[config.mk]
export PLATFORM = sky130hd
export DESIGN_NAME = dm_lsu
export DESIGN_NICKNAME = d
export VERILOG_FILES = /design/src/rtl/dm_lsu_pkg.sv /design/src/rtl/dm_lsu_load_align.sv /design/src/rtl/dm_lsu.sv
export SDC_FILE = /design/constraint.sdc
export NUM_CORES = 1
export LEC_CHECK = 0
export CAP_MARGIN = 25
export CORE_UTILIZATION = 30
export CTS_CLUSTER_SIZE = 24
export DETAILED_ROUTE_END_ITERATION = 7
export GPL_ROUTABILITY_DRIVEN = 0
export MAX_ROUTING_LAYER = met4
export PLACE_DENSITY_LB_ADDON = 0.3
export SLEW_MARGIN = 30
export SYNTH_ARGS = -nofsm -noshare
export SYNTH_HDL_FRONTEND = slang
export SYNTH_SLANG_ARGS = --single-unit
[constraint.sdc]
create_clock -name clk -period 3.1 [get_ports clk]
set_input_delay 0.31 -clock clk [delete_from_list [all_inputs] [get_ports clk]]
set_output_delay 0.31 -clock clk [all_outputs]
set_load 0.1 [all_outputs]
[src/rtl/dm_lsu_pkg.sv]
// Shared types and constants for the data-memory load/store unit.
// Holds funct3 size codes, the LSU FSM state enum and the sim-end code.
package dm_lsu_pkg;

    localparam logic [2:0] F3_B  = 3'b000;
    localparam logic [2:0] F3_H  = 3'b001;
    localparam logic [2:0] F3_W  = 3'b010;
    localparam logic [2:0] F3_BU = 3'b100;
    localparam logic [2:0] F3_HU = 3'b101;

    localparam logic [31:0] SIM_END_CODE = 32'hffffffff;

    typedef enum logic [1:0] {
        IDLE,
        ACCESS,
        LOAD_RESP,
        ERR_RESP
    } state_t;

endpackage

[src/rtl/dm_lsu_load_align.sv]
// Load-data lane select and sign/zero extension.
// Ports: dm_do (raw DM word), offset (byte offset), funct3 (size/sign) -> rdata.
module dm_lsu_load_align
    import dm_lsu_pkg::*;
(
    input  logic [31:0] dm_do,
    input  logic [1:0]  offset,
    input  logic [2:0]  funct3,
    output logic [31:0] rdata
);

    logic [7:0]  b;
    logic [15:0] h;

    always_comb begin
        case (offset)
            2'd0:    b = dm_do[7:0];
            2'd1:    b = dm_do[15:8];
            2'd2:    b = dm_do[23:16];
            default: b = dm_do[31:24];
        endcase
        h = offset[1] ? dm_do[31:16] : dm_do[15:0];
        case (funct3)
            F3_B:    rdata = {{24{b[7]}}, b};
            F3_H:    rdata = {{16{h[15]}}, h};
            F3_BU:   rdata = {24'd0, b};
            F3_HU:   rdata = {16'd0, h};
            default: rdata = dm_do;
        endcase
    end

endmodule

[src/rtl/dm_lsu.sv]
// Load/store unit between the CPU request port and a single-port data memory.
// Ports: clk/rst (sync, active-low), req_* CPU request, resp_* completion,
// dm_* memory interface, sim_done sticky simulation-end flag.
module dm_lsu
    import dm_lsu_pkg::*;
#(
    parameter int                ADDR_W       = 14,
    parameter logic [ADDR_W-1:0] SIM_END_WORD = 14'h3fff
) (
    input  logic              clk,
    input  logic              rst,
    input  logic              req_valid,
    output logic              req_ready,
    input  logic              req_we,
    input  logic [2:0]        req_funct3,
    input  logic [31:0]       req_addr,
    input  logic [31:0]       req_wdata,
    output logic              resp_valid,
    output logic [31:0]       resp_rdata,
    output logic              resp_err,
    output logic              dm_cs,
    output logic              dm_oe,
    output logic [3:0]        dm_web,
    output logic [ADDR_W-1:0] dm_a,
    output logic [31:0]       dm_di,
    input  logic [31:0]       dm_do,
    output logic              sim_done
);

    state_t      state, state_n;
    logic        q_we;
    logic [2:0]  q_f3;
    logic [1:0]  q_off;
    logic        f3_ok, align_ok, range_ok, legal, accept;
    logic [31:0] st_data;
    logic [3:0]  st_web;
    logic [31:0] ld_data;

    always_comb begin
        case (req_funct3)
            F3_B, F3_H, F3_W: f3_ok = 1'b1;
            F3_BU, F3_HU:     f3_ok = ~req_we;
            default:          f3_ok = 1'b0;
        endcase
        case (req_funct3[1:0])
            2'b01:   align_ok = ~req_addr[0];
            2'b10:   align_ok = (req_addr[1:0] == 2'b00);
            default: align_ok = 1'b1;
        endcase
        range_ok = ((req_addr >> (ADDR_W + 2)) == 32'd0);
        legal    = f3_ok & align_ok & range_ok;
        case (req_funct3[1:0])
            2'b00:   st_data = {4{req_wdata[7:0]}};
            2'b01:   st_data = {2{req_wdata[15:0]}};
            default: st_data = req_wdata;
        endcase
        case (q_f3[1:0])
            2'b00:   st_web = ~(4'b0001 << q_off);
            2'b01:   st_web = q_off[1] ? 4'b0011 : 4'b1100;
            default: st_web = 4'b0000;
        endcase
    end

    dm_lsu_load_align u_align (
        .dm_do  (dm_do),
        .offset (q_off),
        .funct3 (q_f3),
        .rdata  (ld_data)
    );

    always_ff @(posedge clk) begin
        if (!rst) state <= IDLE;
        else      state <= state_n;
    end

    always_comb begin
        state_n    = state;
        req_ready  = 1'b0;
        resp_valid = 1'b0;
        resp_err   = 1'b0;
        resp_rdata = 32'd0;
        dm_cs      = 1'b0;
        dm_oe      = 1'b0;
        dm_web     = 4'b1111;
        unique case (state)
            IDLE: begin
                req_ready = 1'b1;
                if (req_valid) state_n = legal ? ACCESS : ERR_RESP;
            end
            ACCESS: begin
                dm_cs = 1'b1;
                if (q_we) begin
                    dm_web     = st_web;
                    resp_valid = 1'b1;
                    state_n    = IDLE;
                end else begin
                    dm_oe   = 1'b1;
                    state_n = LOAD_RESP;
                end
            end
            LOAD_RESP: begin
                resp_valid = 1'b1;
                resp_rdata = ld_data;
                state_n    = IDLE;
            end
            ERR_RESP: begin
                resp_valid = 1'b1;
                resp_err   = 1'b1;
                state_n    = IDLE;
            end
        endcase
        // Reset is synchronous, so gate outputs in the reset cycle itself
        // to keep an in-flight access from touching DM.
        if (!rst) begin
            state_n    = IDLE;
            req_ready  = 1'b0;
            resp_valid = 1'b0;
            resp_err   = 1'b0;
            resp_rdata = 32'd0;
            dm_cs      = 1'b0;
            dm_oe      = 1'b0;
            dm_web     = 4'b1111;
        end
    end

    assign accept = req_valid & req_ready;

    always_ff @(posedge clk) begin
        if (!rst) begin
            q_we  <= 1'b0;
            q_f3  <= 3'd0;
            q_off <= 2'd0;
            dm_a  <= '0;
            dm_di <= 32'd0;
        end else if (accept && legal) begin
            q_we  <= req_we;
            q_f3  <= req_funct3;
            q_off <= req_addr[1:0];
            dm_a  <= req_addr[ADDR_W+1:2];
            if (req_we) dm_di <= st_data;
        end
    end

    always_ff @(posedge clk) begin
        if (!rst) begin
            sim_done <= 1'b0;
        end else if (dm_cs && q_we && q_f3 == F3_W &&
                     dm_a == SIM_END_WORD && dm_di == SIM_END_CODE) begin
            sim_done <= 1'b1;
        end
    end

endmodule

==> results.toml <==
[detailed_routing]
vias = 3786
viasPerCell = 5.06
wl_um = 12300
routedWlPerCell_um = 16.4
remaining_drc_errors = 0
drtIter0Drc = 200
firstDrtPassIters = 4
ant_nets = 0

[sta]
whs_ns = 0.409
slew_viol_final = 0
skew_ns = 0.0112
rsz0062_at_grt = "false"
fmax_mhz = 390
max_slew_margin = 0.335
worstMarginPinSlew_ns = 0.995
fin_setup_tns_ns = 0
fin_ws_ns = 0.538
period_minus_slack_ns = 2.56
finalCritPeriodShare = 0.826
setup_violations = 0
final_hold_viol_count = 0

[global_route]
grt_pass1_vias = 3606
grt_overflow = 0
grt_usage = 0.204
grt_max_degree = 83
antenna_found_initial = 0
grt_pass1_wl_um = 18700

[final_layout]
stdcell_count = 748
synthToLayoutAreaGrowth_pct = 69.8
drive_above_1_share = 0.162
num-nets-final = 710
finish.utilization = 0.521
antenna_cells = 0

[clock_network]
cts-root-buf = "clkbuf_16"
cts_buffers = 5
post_cts_resized = 0
post_cts.repair.setup_buffers = 0
htreeDepth = 2
clockBufferDepth = 2
cts_tree = "yes"
clk_pin_slew_ns = 0.07
clkLatencyLatePin_ns = 0.30
cts.sinks = 55
cts_hold_buf = 0

[logic_synthesis]
yosysMostFrequentCell = "nand2_1"
synth_compound_area_frac = 0.190
ys_seq_area_frac = 0.314
yosys.area.top_type = "dfxtp_1"
synth-seq-cells = 55
synth_nets = 536
synth_cells = 430
synth-xor-area-share = 0
synthTopCellsByArea = "dfxtp_1 (31%), mux2i_1 (17%), nand2_1 (12%), a22o_1 (4.0%), a21o_1 (3.6%)"
synth_top_family_by_area = "simple AND/OR/NAND/NOR gates"
synthMuxAreaShare = 0.201
ys.flop_type = "dfxtp_1"
syn_area_um2 = 3500
ys_warn_count = 0
synth_edf_count = 0
synth_cell_type_count = 43
synth_commonest_cells = "nand2_1 (111), mux2i_1 (58), dfxtp_1 (55)"
synth_top_area_frac = 0.314
async_flop_share = 0
synth_adder_area_share = 0.0107
synth-simple-area-share = 0.215
avgSynthCellArea_um2 = 8.15

[setup_path]
slowest_delay_ns = 0.53
crit_family = "simple AND/OR/NAND/NOR gates"
crit_path_max_fanout = 10
start_kind = "register"
cp_common_cell = "nor2_1"
path_cells = "nor2b_1, nor2_1, nor2_1, o221a_2, buf_12"
arrival_ns = 2.25
cp_slowest_cell = "nor2b_1"
cp_num_buf_inv = 1
endpoint_kind = "output pin"
r2r_setup_slack_ns = 1.19
required_ns = 2.79
worstSetupPathType = "register to output pin"

[die]
ios = 191
die_x_um = 110
core.rowCount = 39
initial_core_util = 0.307
core_um2 = 11400
fp.dieH_um = 110
die-area_um2 = 12100

[power_and_ir_drop]
p_leak_nw = 2.59
p_switching_mw = 0.514
swShare = 0.282
p_clk_frac = 0.358
pwr-share-seq = 0.389
pwr_density_cell_nw_per_um2 = 307
combinationalPowerShare = 0.252
vdd_drop_max_uv = 275
p_int_mw = 1.31

[placed_design]
dpl.hpwl_um = 9820
dp.cells = 740
buffer_ports.inserted = 190
place_ws_ns = 0.553

[run]
cap_violations = 0

[hold_path]
hp-class = "primary input to register"

[status]
status = "finished clean"
[stage by stage]
stage,cell area (um^2),power [mW]
final,5950,1.83
after global routing,5950,1.89
after CTS,5950,1.84
after global placement,5780,1.18
after detailed placement,5780,1.19
after floorplan,3520,0.955
[worst paths after layout]
path,start,end,depth (start not counted)
setup / recovery,q_f3[0],resp_rdata[6],5
hold / removal,rst,dm_di[18],3
setup reg to reg,state[1],dm_a[4],4
hold reg to reg,dm_di[26],dm_di[26],2
[metal layers]
metal | routed length, um | GRT usage | vias up
li1 | - | - | 1871
met1 | 5150 | 0.238 | 1767
met2 | 6110 | 0.368 | 141
met3 | 941 | 0.0406 | 7
met4 | 93 | 0.0324 | 0
met5 | 0 | - | -
[worst reg2reg max path: stages, from the launching register on]
cell and delay, ns:
dfxtp_1 0.35, nand2b_1 0.19, nor3_1 0.35, and3_2 0.67
mux2i_1 0.28
[sequential cells by signal, indices dropped and copies added, names as in the netlist]
register	flops
dm_a	14
dm_di	32
q_f3	3
q_off	2
q_we	1
sim_done	1
state	2
[power by group through the flow]
stage | combinational, mW | clock (mW) | sequential, mW
after floorplan | 0.230 | 0 | 0.726
after global placement | 0.456 | 0 | 0.728
after detailed placement | 0.461 | 0 | 0.728
after CTS | 0.463 | 0.670 | 0.711
after global routing | 0.485 | 0.690 | 0.712
final | 0.460 | 0.654 | 0.711
[layout make-up]
class	count	area, um^2
fillers	1098	5470
repair buffers	202	2270
multi-input cells	326	2180
flip-flops and latches	55	1100
well taps	143	179
clock buffers	5	125
inverters	14	52.6
clock inverters	3	46.3
[placed cells by master (no fill, tap or decap), types with 12 or more instances in the layout]
cell,netlist,final
nand2_1,111,111
a22o_1,16,16
inv_1,13,13
nor2_1,13,13
buf_12,0,33
dfxtp_1,55,55
mux2i_1,58,58
clkdlybuf4s50_1,0,136
o21ai_0,14,12
a21o_1,17,17
buf_4,4,33
[cells by family (layout without fill, tap and decap cells)]
kind of cell	after synthesis	in the layout
AO/OA/AOI/OAI	86	86
adder cells (fa/ha/maj)	3	3
buffers and inverters	49	224
flip-flops	55	55
multiplexers	68	68
AND/OR/NAND/NOR	169	169
No activity file was read; power rests on OpenSTA's default activity.
